File: src/rtl/vram_arb_pkg.sv
// Shared types for the VRAM port arbiter: read-return owner tags and fill FSM states.
package vram_arb_pkg;

  localparam int READ_LAT = 2;

  typedef enum logic [1:0] {
    OWN_NONE,
    OWN_SCAN,
    OWN_CPU
  } owner_t;

  typedef enum logic [1:0] {
    FILL_IDLE,
    FILL_RUN,
    FILL_DONE
  } fill_state_t;

endpackage

File: src/rtl/vram_wq_fifo.sv
// CPU write queue: synchronous FIFO, head visible combinationally, no latency beyond one push cycle.
// Backpressure: full_o blocks pushes; pops on an empty queue are ignored.
module vram_wq_fifo #(
  parameter int WIDTH = 46,
  parameter int DEPTH = 4
) (
  input  logic             clk,
  input  logic             rst_n,
  input  logic             push_i,
  input  logic [WIDTH-1:0] push_dat_i,
  input  logic             pop_i,
  output logic [WIDTH-1:0] head_dat_o,
  output logic             full_o,
  output logic             empty_o
);

  localparam int PW = $clog2(DEPTH);
  localparam logic [PW:0] PTR_ONE = (PW+1)'(1);

  logic [WIDTH-1:0] mem_q [DEPTH];
  logic [PW:0]      wr_ptr_q, wr_ptr_d;
  logic [PW:0]      rd_ptr_q, rd_ptr_d;
  logic             do_push, do_pop;

  // Extra pointer MSB distinguishes full from empty when the indices match.
  assign empty_o    = (wr_ptr_q == rd_ptr_q);
  assign full_o     = (wr_ptr_q[PW] != rd_ptr_q[PW]) && (wr_ptr_q[PW-1:0] == rd_ptr_q[PW-1:0]);
  assign head_dat_o = mem_q[rd_ptr_q[PW-1:0]];
  assign do_push    = push_i && !full_o;
  assign do_pop     = pop_i && !empty_o;

  always_comb begin
    wr_ptr_d = wr_ptr_q;
    rd_ptr_d = rd_ptr_q;
    if (do_push) wr_ptr_d = wr_ptr_q + PTR_ONE;
    if (do_pop)  rd_ptr_d = rd_ptr_q + PTR_ONE;
  end

  always_ff @(posedge clk) begin
    if (do_push) mem_q[wr_ptr_q[PW-1:0]] <= push_dat_i;
  end

  always_ff @(posedge clk or negedge rst_n) begin
    if (!rst_n) begin
      wr_ptr_q <= '0;
      rd_ptr_q <= '0;
    end else begin
      wr_ptr_q <= wr_ptr_d;
      rd_ptr_q <= rd_ptr_d;
    end
  end

endmodule

File: src/rtl/vram_port_arbiter.sv
// Arbitrates one SDP video RAM between scan reads, CPU reads/writes and a fill engine; reads return 2 cycles after ack.
// Backpressure: reads held until acked (scan first, CPU after drain or starvation), writes valid/ready via the queue.
module vram_port_arbiter
  import vram_arb_pkg::*;
#(
  parameter int ADDR_WIDTH   = 10,
  parameter int WQ_DEPTH     = 4,
  parameter int STARVE_LIMIT = 8
) (
  input  logic                  clk,
  input  logic                  rst_n,
  input  logic                  scan_req,
  input  logic [ADDR_WIDTH-1:0] scan_addr,
  output logic                  scan_ack,
  output logic                  scan_rvalid,
  output logic [31:0]           scan_rdata,
  input  logic                  cpu_rd_req,
  input  logic [ADDR_WIDTH-1:0] cpu_rd_addr,
  output logic                  cpu_rd_ack,
  output logic                  cpu_rvalid,
  output logic [31:0]           cpu_rdata,
  input  logic                  cpu_wr_req,
  input  logic [ADDR_WIDTH-1:0] cpu_wr_addr,
  input  logic [31:0]           cpu_wr_data,
  input  logic [3:0]            cpu_wr_be,
  output logic                  cpu_wr_ready,
  input  logic                  fill_start,
  input  logic [ADDR_WIDTH-1:0] fill_base,
  input  logic [ADDR_WIDTH:0]   fill_count,
  input  logic [31:0]           fill_value,
  output logic                  fill_busy,
  output logic                  fill_done,
  output logic [ADDR_WIDTH-1:0] ram_write_addr,
  output logic [31:0]           ram_write_data,
  output logic                  ram_write_enable,
  output logic [3:0]            ram_byte_enable,
  output logic [ADDR_WIDTH-1:0] ram_read_addr,
  output logic                  ram_read_enable,
  input  logic [31:0]           ram_read_data
);

  localparam int AW  = ADDR_WIDTH;
  localparam int WQW = ADDR_WIDTH + 36;
  localparam int SW  = $clog2(STARVE_LIMIT + 1);

  logic           wq_full, wq_empty;
  logic [WQW-1:0] wq_head;
  logic [AW-1:0]  wq_addr;
  logic [31:0]    wq_data;
  logic [3:0]     wq_be;

  assign cpu_wr_ready = !wq_full;
  assign {wq_addr, wq_data, wq_be} = wq_head;

  vram_wq_fifo #(.WIDTH(WQW), .DEPTH(WQ_DEPTH)) u_wq (
    .clk        (clk),
    .rst_n      (rst_n),
    .push_i     (cpu_wr_req),
    .push_dat_i ({cpu_wr_addr, cpu_wr_data, cpu_wr_be}),
    .pop_i      (!wq_empty),
    .head_dat_o (wq_head),
    .full_o     (wq_full),
    .empty_o    (wq_empty)
  );

  fill_state_t  fill_state_q, fill_state_d;
  logic [AW-1:0] fill_addr_q, fill_addr_d;
  logic [AW:0]   fill_cnt_q, fill_cnt_d;
  logic [31:0]   fill_val_q, fill_val_d;
  logic          fill_wr;

  // Fill only writes in cycles the CPU queue leaves the write port free.
  always_comb begin
    fill_state_d = fill_state_q;
    fill_addr_d  = fill_addr_q;
    fill_cnt_d   = fill_cnt_q;
    fill_val_d   = fill_val_q;
    fill_wr      = 1'b0;
    fill_busy    = (fill_state_q == FILL_RUN);
    fill_done    = (fill_state_q == FILL_DONE);
    case (fill_state_q)
      FILL_IDLE: if (fill_start) begin
        fill_addr_d  = fill_base;
        fill_cnt_d   = fill_count;
        fill_val_d   = fill_value;
        fill_state_d = (fill_count == '0) ? FILL_DONE : FILL_RUN;
      end
      FILL_RUN: if (wq_empty) begin
        fill_wr     = 1'b1;
        fill_addr_d = fill_addr_q + AW'(1);
        fill_cnt_d  = fill_cnt_q - (AW+1)'(1);
        if (fill_cnt_q == (AW+1)'(1)) fill_state_d = FILL_DONE;
      end
      default: fill_state_d = FILL_IDLE;
    endcase
  end

  always_comb begin
    ram_write_enable = !wq_empty || fill_wr;
    ram_write_addr   = '0;
    ram_write_data   = '0;
    ram_byte_enable  = '0;
    if (!wq_empty) begin
      ram_write_addr  = wq_addr;
      ram_write_data  = wq_data;
      ram_byte_enable = wq_be;
    end else if (fill_wr) begin
      ram_write_addr  = fill_addr_q;
      ram_write_data  = fill_val_q;
      ram_byte_enable = 4'hF;
    end
  end

  logic [SW-1:0] starve_q, starve_d;
  logic          starved, cpu_ok;
  owner_t        own_q [READ_LAT];
  owner_t        own_in;

  // CPU reads wait for the write queue to drain, which keeps read-after-write ordering.
  assign starved    = (starve_q == SW'(STARVE_LIMIT));
  assign cpu_ok     = cpu_rd_req && wq_empty && !fill_busy;
  assign cpu_rd_ack = cpu_ok && (!scan_req || starved);
  assign scan_ack   = scan_req && !cpu_rd_ack;

  assign ram_read_enable = scan_ack || cpu_rd_ack;
  assign ram_read_addr   = cpu_rd_ack ? cpu_rd_addr : (scan_ack ? scan_addr : '0);
  assign own_in          = cpu_rd_ack ? OWN_CPU : (scan_ack ? OWN_SCAN : OWN_NONE);

  always_comb begin
    starve_d = starve_q;
    if (cpu_rd_ack)                 starve_d = '0;
    else if (cpu_rd_req && !starved) starve_d = starve_q + SW'(1);
  end

  assign scan_rvalid = (own_q[READ_LAT-1] == OWN_SCAN);
  assign cpu_rvalid  = (own_q[READ_LAT-1] == OWN_CPU);
  assign scan_rdata  = scan_rvalid ? ram_read_data : '0;
  assign cpu_rdata   = cpu_rvalid ? ram_read_data : '0;

  always_ff @(posedge clk or negedge rst_n) begin
    if (!rst_n) begin
      fill_state_q <= FILL_IDLE;
      fill_addr_q  <= '0;
      fill_cnt_q   <= '0;
      fill_val_q   <= '0;
      starve_q     <= '0;
      for (int i = 0; i < READ_LAT; i++) own_q[i] <= OWN_NONE;
    end else begin
      fill_state_q <= fill_state_d;
      fill_addr_q  <= fill_addr_d;
      fill_cnt_q   <= fill_cnt_d;
      fill_val_q   <= fill_val_d;
      starve_q     <= starve_d;
      own_q[0]     <= own_in;
      for (int i = 1; i < READ_LAT; i++) own_q[i] <= own_q[i-1];
    end
  end

endmodule

File: config.mk
export PLATFORM = sky130hd
export DESIGN_NAME = vram_port_arbiter
export DESIGN_NICKNAME = d
export VERILOG_FILES = /design/src/rtl/vram_arb_pkg.sv /design/src/rtl/vram_wq_fifo.sv /design/src/rtl/vram_port_arbiter.sv
export SDC_FILE = /design/constraint.sdc
export NUM_CORES = 1
export LEC_CHECK = 0
export BUFFER_PORTS_ARGS = -buffer_cell sky130_fd_sc_hd__buf_2
export CAP_MARGIN = 20
export CORE_MARGIN = 5
export CORE_UTILIZATION = 48
export CTS_CLUSTER_DIAMETER = 200
export DETAILED_ROUTE_END_ITERATION = 8
export PLACE_DENSITY = 0.78
export SYNTH_ARGS = -nofsm -noshare
export SYNTH_HDL_FRONTEND = slang
export SYNTH_HIERARCHICAL = 1
export SYNTH_SLANG_ARGS = --single-unit
File: constraint.sdc
create_clock -name clk -period 2.6 [get_ports clk]
set_input_delay 0.52 -clock clk [delete_from_list [all_inputs] [get_ports clk]]
set_output_delay 0.52 -clock clk [all_outputs]
set_load 0.02 [all_outputs]
# Word level (Yosys, flattened, before mapping)
# Memory sizes are Yosys's and may differ from the RTL's.
# Cells that the tools add are included.
# word_totals
register_bits	69
mem_bits_rw	184
input_bits	157
output_inout_bits	129
n_memories	1
# classes
add_sub_neg	5
n_eq_ne	12
muxes	29
n_reduce_logical	23
# memory_table
memory	depth	word_bits	read_ports	rd_clocked_by_memory_dff	wr	line_no	source
u_wq.mem_q	4	46	1	0	1	vram_wq_fifo.sv:20	logic [WIDTH-1:0] mem_q [DEPTH];
# op_table
op	n
$mux W32	4
$mux W10	6
$mux W11	2
$pmux W11 S2	1
$pmux W10 S2	1
$mux W4	4
$eq A11 B1 Y1 const B	1
$logic_not A11 Y1	1
$sub A11 B1 Y11 const B	1
$add A10 B1 Y10 const B	1
$mux W2	5
$logic_and A1 B1 Y1	7
$add A3 B1 Y3 const B	2
$logic_not A1 Y1	6
$reduce_and A3 Y1	2
$mux W1	5
$add A4 B1 Y4 const B	1
$eq A2 B1 Y1 const B	2
$eq A2 B2 Y1 const B	2
$eq A4 B4 Y1 const B	1
$ne A2 B1 Y1 const B	2
$pmux W2 S2	1
$reduce_bool A2 Y1	2
$eq A3 B3 Y1	1
other kinds (6)	8

# Longest topological paths before layout
# Gate-level depths: netlist of run 1.
# depth
word_depth	8
mapped_depth	10
ltp_nobuf	6

# Modules after synthesis
# Netlist of run 1, hierarchy kept.
# by_module_without_submodules
module	instances	cells_per_inst	area_per_inst_um2
vram_wq_fifo	1	290	7131.8
vram_port_arbiter	1	477	4117.7

# Least setup slack after synthesis of run 1
# Ideal clock, no wire load.
# synth_timing
path_kind	register -> output
startpoint	register u_wq.rd_ptr_q[0]
endpoint	output port ram_read_addr[4]
arrival_ns	2.298
setup_slack_ns	-0.218
stages_incl_launch_ff	11
path_buffers	4
path_cell_list	dfrtp_1 -> buf_6 -> buf_8 -> xor2_4 -> nor3_1 -> buf_2 -> inv_1 -> a2111oi_4 -> buf_2 -> nand2_1 -> o21ai_0
# synth_between
elab_chain_cells	8
# synth_lines
item	line_no	source
start, declared	vram_wq_fifo.sv:22	logic [PW:0] rd_ptr_q, rd_ptr_d;
start signal, assigned	vram_wq_fifo.sv:49	rd_ptr_q <= rd_ptr_d;
$eq A3 B3 Y1 (*)	vram_wq_fifo.sv:26	assign empty_o = (wr_ptr_q == rd_ptr_q);
via wq_empty	vram_port_arbiter.sv:46	logic wq_full, wq_empty;
$logic_and A1 B1 Y1 (*) (2 in a row)	vram_port_arbiter.sv:121	assign cpu_ok = cpu_rd_req && wq_empty && !fill_busy;
$logic_and A1 B1 Y1 (*)	vram_port_arbiter.sv:122	assign cpu_rd_ack = cpu_ok && (!scan_req || starved);
via cpu_rd_ack	vram_port_arbiter.sv:19	output logic cpu_rd_ack,
$logic_not A1 Y1	vram_port_arbiter.sv:123	assign scan_ack = scan_req && !cpu_rd_ack;
$logic_and A1 B1 Y1	vram_port_arbiter.sv:123	
$mux W10	vram_port_arbiter.sv:126	assign ram_read_addr = cpu_rd_ack ? cpu_rd_addr : (scan_ack ? scan_addr : '0);
$mux W10 (*)	vram_port_arbiter.sv:126	
end, declared	vram_port_arbiter.sv:37	output logic [ADDR_WIDTH-1:0] ram_read_addr,
# The timed path passes the listed nets; every way through them passes the cells marked *.

# Worst setup path in the final report of run 1
# layout_timing
startpoint	register u_wq.rd_ptr_q[0]
endpoint	output port ram_read_addr[7]
# layout_between
elab_chain_cells	8
# layout_lines
item	line_no
$eq A3 B3 Y1 (*)	vram_wq_fifo.sv:26
via wq_empty	vram_port_arbiter.sv:46
$logic_and A1 B1 Y1 (*) (2 in a row)	vram_port_arbiter.sv:121
$logic_and A1 B1 Y1 (*)	vram_port_arbiter.sv:122
$logic_not A1 Y1	vram_port_arbiter.sv:123
$logic_and A1 B1 Y1	vram_port_arbiter.sv:123
$mux W10	vram_port_arbiter.sv:126
$mux W10 (*)	vram_port_arbiter.sv:126
# Marked as above.

==> impl_metrics.yaml, run 1 <==
logic_synthesis:
  synth_cell_type_count: 50
  ys_ff_latch: 253
  synth.cell_area_mm2: 0.0112
  ys_seq_area_share_pct: 64.5
  muxShareOfSynthArea_pct: 12.5
  yosys-top-cells-count: "edfxtp_1, nand2_1, dfrtp_1, and2_1, mux4_2"
  yosysMostFrequentCell: "edfxtp_1"
  synthArstFlopShare_pct: 27.3
  syn_inst: 767
  synth_xor_area_share_pct: 1.17
  synth_flop_cell: "edfxtp_1"
  syn_nets: 934
  synth_top_area_share_pct: 49.1
  synth_compound_area_share_pct: 8.66
  synth_edf_count: 184
  yosys-top-cells-area: "edfxtp_1, dfrtp_1, mux4_2"
  avgSynthCellArea_um2: 14.7
  synth_top_family_by_area: "multiplexers"
  synth_fa_ha_area_share_pct: 1.11
  yosysWarningCount: 6
  synth_top_area_cell: "edfxtp_1"
  synthSimpleGateAreaFrac_pct: 9.52
global_routing:
  antenna_found_initial: 9
  grt_pass1_vias: 8301
  grt_usage_pct: 24.6
  grt_pass1_wl_mm: 49.6
  grt_max_degree: 54
  gr-total-overflow: 0
die:
  core_mm2: 0.0233
  rows: 56
  die_h_um: 163
  pin_count: 286
  start_util_pct: 48.4
  dieArea_mm2: 0.0266
  die_w_um: 163
clock_network:
  clock_sinks: 253
  clock_latency_ns: 0.54
  cts_inserted_buffers: 26
  cts_hold_buf: 0
  cts.path.max_buffers: 3
  htree_num_levels: 1
  cts_tree: "yes"
  cts_root_buf: "clkbuf_16"
  path_clk_slew_ns: 0.07
critical_path:
  cp-end-kind: "primary output"
  arrival_ns: 2.47
  cp_max_fo: 7
  reg2reg_slack_ns: 0.22
  ff2ff_path_depth: 10
  crit_chain: "xor2_4, nor3_4, inv_2, a2111oi_4, buf_4, buf_12, nand2_2, o21ai_2, buf_6"
  max_stage_delay_ns: 0.51
  r2r_end: "fill_cnt_q[5]$_DFFE_PN0P_"
  startpoint_type: "register"
  required_ns: 2.08
  worstSetupPathType: "reg2out"
  cpMaxStageDelayCell: "dfrtp_4"
  rr_startpoint: "u_wq/rd_ptr_q[0]$_DFFE_PN0P_"
drt:
  vias_per_cell: 5.66
  num_vias: 8240
  drt_wl_total_mm: 35.3
  drt_iter0_markers: 709
  drc: 0
  first_pass_iters: 6
  antenna_left: 0
  routedWlPerCell_um: 24.3
power:
  vdd_ir_drop_max_uv: 1060
  powerDensity_mw_per_mm2: 1410
  p_leak_nw: 6.28
sta:
  relSlewSlack_pct: 49.5
  hold_ws_ns: 0.0458
  drv_slew: 0
  setup_viol: 60
  period_share_pct: 115
  rsz0062_at_grt: "true"
  setup_ws_ns: -0.390
  period_needed_ns: 2.99
  max_freq_mhz: 335
  hold_viol: 0
  worst_slew_pin_slew_ns: 0.757
  fin_skew_ns: 0.0260
min_path:
  hold_path.class: "in2async"
place:
  port_buffers: 285
  place_ws_ns: 0.173
  placed_area_mm2: 0.0133
  dp_hpwl_mm: 21.5
  gp_congestion: 0.835
  dpl.cell_count: 1360
layout:
  final_cell_area_mm2: 0.0158
  finish.utilization_pct: 67.9
  finalNonFillerCells: 1456
  syn2layout_area_growth_pct: 40.4
  layout.nets: 1279
  drive_gt1_share_pct: 50.9
  fill_cells: 1542
run_status:
  failed_checks: "setup timing"
  status: "complete, but fails checks"
run:
  drv_cap: 0
per-layer routing:
metal  GRT usage, %  up-vias  part of all wire, %
met4           9.00        8                  4.2
met3           6.13      100                  9.0
met2           42.6      492                   51
li1               -     3615                    -
met1           30.1     4025                   35
met5              0        -                 0.17
cell type report:
cell class | instances | area, um^2 | area share [%]
inverters | 13 | 48.8 | 0.309
flip-flops and latches | 253 | 7260 | 46.0
multi-input cells | 452 | 4230 | 26.8
well taps | 319 | 399 | 2.53
diodes | 5 | 12.5 | 0.0792
clock inverters | 18 | 205 | 1.30
repair buffers | 366 | 2960 | 18.8
clock buffers | 30 | 676 | 4.28
cells in the final DEF (no fill, tap or decap), drive strengths merged, types with 5 or more instances in the layout:
cell | synthesis | final
clkinv | 0 | 11
a21oi | 31 | 31
clkbuf | 26 | 35
nor2 | 16 | 16
nor2b | 5 | 5
xor2 | 6 | 6
nand3 | 6 | 6
o22ai | 8 | 8
mux4 | 46 | 46
nor3 | 5 | 5
o2bb2ai | 39 | 39
inv | 13 | 13
dfrtp | 69 | 69
xnor2 | 6 | 6
a2bb2oi | 8 | 8
edfxtp | 184 | 184
buf | 23 | 361
mux2 | 32 | 32
o21ai | 26 | 26
and2 | 67 | 67
and3 | 6 | 6
nand2 | 89 | 89
o31ai | 6 | 6
ha | 10 | 10
diode | 0 | 5
cell families (layout without fill, tap and decap cells):
family | count (synthesis) | after routing
other | 0 | 5
AOI/OAI and AO/OA | 138 | 138
adders and majority gates | 10 | 10
and+or+nand+nor | 213 | 213
DFF | 253 | 253
muxes | 79 | 79
xor gates and xnor gates | 12 | 12
buffers and inverters | 62 | 427
sequential cells by signal (all words and copies together), names as in the netlist:
signal	count
fill_addr_q	10
fill_cnt_q	11
fill_state_q	2
fill_val_q	32
own_q	4
starve_q	4
u_wq/mem_q	184
u_wq/rd_ptr_q	3
u_wq/wr_ptr_q	3
where the power goes:
group | internal, W | switching [W] | leakage, nW | total, W
Clock | 0.00219 | 0.00159 | 0.414 | 0.00378
Combinational | 0.00599 | 0.00639 | 3.37 | 0.0124
Sequential | 0.00554 | 0.000576 | 2.49 | 0.00611
Total | 0.0137 | 0.00856 | 6.28 | 0.0223
worst max path at each step:
stage                                 startpoint                 end  cells after the start
floorplan           u_wq/rd_ptr_q[0]$_DFFE_PN0P_    ram_read_addr[0]                     10
global placement    u_wq/rd_ptr_q[0]$_DFFE_PN0P_    ram_read_addr[2]                      8
detailed placement  u_wq/rd_ptr_q[0]$_DFFE_PN0P_  ram_write_data[21]                      7
CTS                 u_wq/rd_ptr_q[2]$_DFFE_PN0P_    ram_read_addr[3]                      9
global route        u_wq/rd_ptr_q[0]$_DFFE_PN0P_    ram_read_addr[7]                      9
finish              u_wq/rd_ptr_q[0]$_DFFE_PN0P_    ram_read_addr[7]                      9
timing repair:
item	4_1_cts	5_1_grt
endpoints found under the setup margin	60	61
gates resized for setup	172	67
pin swaps	25	17
buffers inserted	21	11
cloned	11	5
metrics by stage:
step                TNS, ns  total power, W
floorplan            -0.759          0.0116
global placement          0          0.0144
detailed placement        0          0.0146
CTS                  -11.80          0.0212
global route         -17.77          0.0233
finish               -12.87          0.0223
critical path, delay by kind of cell (launching register included):
kind | cells | cell delay, ns
xor+xnor | 1 | 0.17
flops | 1 | 0.51
simple gates | 2 | 0.30
compound gates | 2 | 0.38
buf+inv | 4 | 0.58
Note: power is estimated with default switching activity, not from simulation.
==> run 2: changes to the inputs <==
--- a/config.mk
+++ b/config.mk
@@ -5,7 +5,7 @@
 export SDC_FILE = /design/constraint.sdc
 export NUM_CORES = 1
 export LEC_CHECK = 0
-export BUFFER_PORTS_ARGS = -buffer_cell sky130_fd_sc_hd__buf_2
+export BUFFER_PORTS_ARGS = -buffer_cell sky130_fd_sc_hd__buf_4
 export CAP_MARGIN = 20
 export CORE_MARGIN = 5
 export CORE_UTILIZATION = 48
==> run 2 against run 1 <==
The run ends with hold timing, setup timing left; core utilization grew 4.2 points; non-clock buffer count grew 2; critical path depth is the same; clock power shrank 2%; worst setup slack gained 0.091 ns; largest cell class unchanged; flip-flop and latch count is the same; maximum frequency grew 3.1%; combinational power grew 11%; clock skew grew 0.0020 ns; sequential power grew 1%; first-iteration DRC count grew 5.9%; final cell count shrank 0.21%.
==> impl_metrics.yaml, run 2 (synthesis gave the netlist of run 1 again) <==
sta:
  fin_skew_ns: 0.0279
  drv_slew: 0
  totalNegativeSetupSlack_ns: -13.09
  max_freq_mhz: 345
  period_needed_ns: 2.90
  relSlewSlack_pct: 55.6
  setup_viol: 61
  period_share_pct: 111
  worst_slew_pin_slew_ns: 0.666
  setup_ws_ns: -0.298
  hold_viol: 5
  rsz0062_at_grt: "true"
  hold_ws_ns: -0.0103
run:
  drv_cap: 0
run_status:
  failed_checks: "hold timing, setup timing"
  status: "complete, but fails checks"
place:
  gp_congestion: 0.839
  dpl.cell_count: 1353
  dp_hpwl_mm: 21.3
  placed_area_mm2: 0.0140
  port_buffers: 285
power:
  powerDensity_mw_per_mm2: 1410
  swShare_pct: 38.8
  p_int_w: 0.0145
  switchingPower_w: 0.00919
  power_frac_seq_pct: 26.2
  comb_power_share_pct: 58.2
  vdd_ir_drop_max_uv: 999
  clockPowerShare_pct: 15.6
  p_leak_nw: 6.59
critical_path:
  cp_max_fo: 7
  crit_start: "u_wq/rd_ptr_q[1]$_DFFE_PN0P_"
  arrival_ns: 2.38
  cp-end-kind: "primary output"
  reg2reg_slack_ns: 0.08
  ff2ff_path_depth: 14
  r2r_end: "fill_cnt_q[0]$_DFFE_PN0P_"
  rr_startpoint: "u_wq/rd_ptr_q[1]$_DFFE_PN0P_"
  startpoint_type: "register"
  required_ns: 2.08
  worstSetupPathType: "reg2out"
  crit_end: "ram_read_addr[7]"
die:
  dieArea_mm2: 0.0266
  die_h_um: 163
  die_w_um: 163
  rows: 56
  pin_count: 286
  start_util_pct: 48.4
  core_mm2: 0.0233
drt:
  drt_wl_total_mm: 35.8
  drt_iter0_markers: 751
  first_pass_iters: 5
  num_vias: 8168
  routedWlPerCell_um: 24.6
  antenna_left: 0
  drc: 0
  vias_per_cell: 5.62
layout:
  final_common_cell: "buf_4"
  finish.utilization_pct: 72.0
  syn2layout_area_growth_pct: 49.0
  n_antenna_cell: 0
  final_cell_mix: "buf_4, edfxtp_1, and2_1, buf_6, dfrtp_1"
  largest_reg_flops: 184
  fill_cells: 1454
  layout.nets: 1281
  drive_gt1_share_pct: 54.1
  finalNonFillerCells: 1453
  final_cell_area_mm2: 0.0168
min_path:
  hold_path.class: "in2async"
clock_network:
  path_clk_slew_ns: 0.06
  cts_hold_buf: 0
  cts_root_buf: "clkbuf_16"
  cts.path.max_buffers: 3
  cts_tree: "yes"
  clock_latency_ns: 0.54
  cts_inserted_buffers: 26
  clock_sinks: 253
  htree_num_levels: 1
global_routing:
  grt_pass1_wl_mm: 47.5
  antenna_found_initial: 0
  gr-total-overflow: 0
  grt_usage_pct: 23.3
  grt_pass1_vias: 8051
  grt_max_degree: 52
-- run 2: layer usage --
layer | GRT usage [%] | vias up | share of wire (%)
li1 | - | 3612 | -
met1 | 29.2 | 4089 | 37
met2 | 40.0 | 404 | 52
met3 | 5.43 | 63 | 7.9
met4 | 8.58 | 0 | 3.8
met5 | 0 | - | 0
-- run 2: area by class of cell --
type | count | area (um^2) | share of cell area (%)
repair buffers | 368 | 3610 | 21.6
inverters | 13 | 48.8 | 0.291
flip-flops and latches | 253 | 7260 | 43.3
well taps | 319 | 399 | 2.38
clock inverters | 17 | 156 | 0.933
clock buffers | 31 | 699 | 4.17
multi-input cells | 452 | 4580 | 27.3
-- run 2: power by group through the flow --
stage	logic (W)	clock network, W	registers [W]
after floorplan	0.00563	0	0.00601
after global placement	0.00881	0	0.00607
after CTS	0.00984	0.00373	0.00607
final	0.0138	0.00370	0.00620
after global routing	0.0145	0.00393	0.00632
after detailed placement	0.00890	0	0.00615
-- run 2: through the flow --
step,setup slack [ns],hold slack [ns],total power [W]
4_1_cts,-0.346,0.00498,0.0196
3_3_place_gp,0.0926,0.333,0.0149
2_1_floorplan,-0.0833,0.224,0.0116
6_report,-0.298,-0.0103,0.0237
5_1_grt,-0.430,0.0402,0.0247
3_5_place_dp,0.0444,0.350,0.0150
-- run 2: worst min path at each step --
| stage | startpoint | slack [ns] | cells after the start | to |
|---|---|---|---|---|
| finish | rst_n | -0.01 | 1 | fill_val_q[24]$_DFFE_PN0P_ |
| global route | rst_n | 0.04 | 1 | fill_val_q[26]$_DFFE_PN0P_ |
| CTS | rst_n | 0.005 | 1 | fill_val_q[26]$_DFFE_PN0P_ |
| detailed placement | own_q[3]$_DFF_PN0_ | 0.35 | 0 | own_q[1]$_DFF_PN0_ |
| global placement | own_q[2]$_DFF_PN0_ | 0.33 | 0 | own_q[0]$_DFF_PN0_ |
| floorplan | rst_n | 0.22 | 0 | fill_addr_q[0]$_DFFE_PN0P_ |
-- run 2: what timing repair did --
item                       in CTS  in global routing
setup endpoints to repair      60                 60
resized for setup              57                216
cloned                          8                  7
pin swaps                       7                 31
buffers inserted               12                 28
-- run 2: worst max-delay path, stage by stage, from the launching register on --
cell and delay [ns]:
dfrtp_2 0.44, xor2_2 0.21, nor3_4 0.26, inv_2 0.09, a2111oi_4 0.22, buf_4 0.23, buf_12 0.14, nand2_2 0.06
o21ai_2 0.07, buf_6 0.14
==> run 3: changes to the inputs <==
==> constraint.sdc (replaced) <==
create_clock -name clk -period 2.6 [get_ports clk]
set_input_delay 0.13 -clock clk [delete_from_list [all_inputs] [get_ports clk]]
set_output_delay 0.13 -clock clk [all_outputs]
set_load 0.02 [all_outputs]
==> run 3 against run 2 <==
The run now ends clean; flip-flop and latch count is the same; sequential power shrank 1%; core utilization shrank 3.5 points; die area is the same; clock skew grew 0.0063 ns; global-route usage grew 0.45 points; sequential share of layout area grew 2.2 points; maximum frequency grew 13%; non-clock buffer count grew 61; via count grew 1.2%; largest cell class unchanged; largest power group unchanged; highest routed layer unchanged.
==> impl_metrics.yaml, run 3 (synthesis gave the netlist of run 1 again) <==
power:
  clockPowerShare_pct: 19.3
  p_int_w: 0.0117
  power_frac_seq_pct: 32.2
  comb_power_share_pct: 48.5
  switchingPower_w: 0.00730
  swShare_pct: 38.3
  powerDensity_mw_per_mm2: 1190
  p_leak_nw: 6.27
  vdd_ir_drop_max_uv: 814
drt:
  drc: 0
  vias_per_cell: 5.46
  drt_wl_total_mm: 32.5
  drt_iter0_markers: 626
  num_vias: 8270
  antenna_left: 0
  routedWlPerCell_um: 21.4
  first_pass_iters: 5
run_status:
  status: "complete, no violations"
critical_path:
  path_depth: 9
  cpMostUsedCell: "buf_4"
  max_stage_delay_ns: 0.40
  cpMaxStageDelayCell: "dfrtp_1"
  required_ns: 2.47
  arrival_ns: 2.43
  startpoint_type: "register"
  ff2ff_path_depth: 9
  crit_family: "buffers and inverters"
  cp_max_fo: 7
  cp-end-kind: "primary output"
  worstSetupPathType: "reg2out"
  crit_chain: "inv_1, ha_1, nand3b_1, a2111oi_4, buf_4, buf_6, nand2_2, o21ai_1, buf_4"
  crit_start: "starve_q[0]$_DFFE_PN0P_"
  rr_startpoint: "u_wq/rd_ptr_q[0]$_DFFE_PN0P_"
  critPathBufInv: 4
global_routing:
  gr-total-overflow: 0
  grt_pass1_wl_mm: 49.0
  antenna_found_initial: 1
  grt_max_degree: 52
  grt_pass1_vias: 8611
  grt_usage_pct: 23.8
clock_network:
  clock_latency_ns: 0.54
  htree_num_levels: 1
  path_clk_slew_ns: 0.06
  cts_tree: "yes"
  cts.path.max_buffers: 3
  clock_sinks: 253
  cts_inserted_buffers: 27
  cts_root_buf: "clkbuf_16"
sta:
  hold_ws_ns: 0.0477
  drv_slew: 0
  relSlewSlack_pct: 54.8
  max_freq_mhz: 391
  worst_slew_pin_slew_ns: 0.678
  period_share_pct: 98.4
  period_needed_ns: 2.56
  rsz0062_at_grt: "true"
  fin_skew_ns: 0.0342
  hold_viol: 0
  setup_viol: 0
run:
  drv_cap: 0
layout:
  final_cell_mix: "buf_4, edfxtp_1, dlygate4sd3_1, nand2_1, and2_1"
  fill_cells: 1601
  final_cell_area_mm2: 0.0159
  syn2layout_area_growth_pct: 41.7
  finish.utilization_pct: 68.5
  layout.nets: 1343
  drive_gt1_share_pct: 40.2
  largest_reg_flops: 184
  final_common_cell: "buf_4"
min_path:
  hp-start: "fill_count[2]"
  hold_path.class: "in2reg"
  holdPathStages: 4
place:
  gp_congestion: 0.813
  placed_area_mm2: 0.0138
  port_buffers: 285
  dp_hpwl_mm: 20.6
die:
  rows: 56
  pin_count: 286
  start_util_pct: 48.4
  core_mm2: 0.0233
  die_h_um: 163
  dieArea_mm2: 0.0266
  die_w_um: 163
[run 3: cell count changes in the layout (fill, tap and decap cells not counted), sizes merged]
cell | previous run | this run
buf | 361 | 326
clkbuf | 38 | 33
clkinvlp | 4 | 1
diode | 0 | 1
dlygate4sd3 | 0 | 103
inv | 14 | 16
[run 3: cell type report]
class                      count  area [um^2]  area share [%]
tap                          319          399            2.50
antenna                        1         2.50          0.0157
clock buffer                  33          708            4.44
timing repair buffer         429         3580            22.4
inverter                      13         48.8           0.306
sequential                   253         7260            45.5
clock inverter                16          139           0.871
multi-input combinational    452         3810            23.9
[run 3: tightest hold or removal path: cells and delay by family]
family | cells | cell delay, ns
compound gates | 2 | 0.17
simple gates | 1 | 0.13
buf+inv | 1 | 0.11
[run 3: power by group through the flow]
stage               Sequential (W)  Clock (W)  Combinational (W)
finish                     0.00614    0.00367            0.00924
global route               0.00624    0.00394            0.00986
CTS                        0.00612    0.00374            0.00898
detailed placement         0.00618          0            0.00869
global placement           0.00612          0            0.00857
floorplan                  0.00600          0            0.00563
[run 3: path summary, 6_finish.rpt]
path,end,slack (ns)
setup / recovery,ram_read_addr[6],0.04
hold / removal,fill_cnt_q[2]$_DFFE_PN0P_,0.05
setup reg to reg,fill_cnt_q[1]$_DFFE_PN0P_,0.33
hold reg to reg,own_q[1]$_DFF_PN0_,0.35
max in group asynchronous,own_q[3]$_DFF_PN0_,1.77
min in group asynchronous,fill_val_q[19]$_DFFE_PN0P_,0.22
[run 3: what timing repair did]
item / CTS / global route
setup endpoints to repair: 55 / 43
endpoints found under the hold margin: 288 / 0
resized for setup: 11 / 37
pin swaps: 2 / 4
setup buffers: 3 / 9
cloned: 2 / 0
hold buffers: 103 / 0
[run 3: metrics by stage]
| step | instances | setup TNS, ns | power, W | setup WS [ns] |
|---|---|---|---|---|
| 2_1_floorplan | 767 | 0 | 0.0116 | 0.151 |
| 3_3_place_gp | 1349 | 0 | 0.0147 | 0.409 |
| 3_5_place_dp | 1349 | 0 | 0.0149 | 0.331 |
| 4_1_cts | 1506 | 0 | 0.0188 | 0.00572 |
| 5_1_grt | 1516 | -0.394 | 0.0200 | -0.0615 |
| 6_report | 1516 | 0 | 0.0190 | 0.0418 |
[run 3: layer usage]
layer  global-route usage, %  wire length (um)
met1                    28.5             11700
met2                    43.7             17200
met3                    4.72              2670
met4                    6.71               869
met5                       0                 0
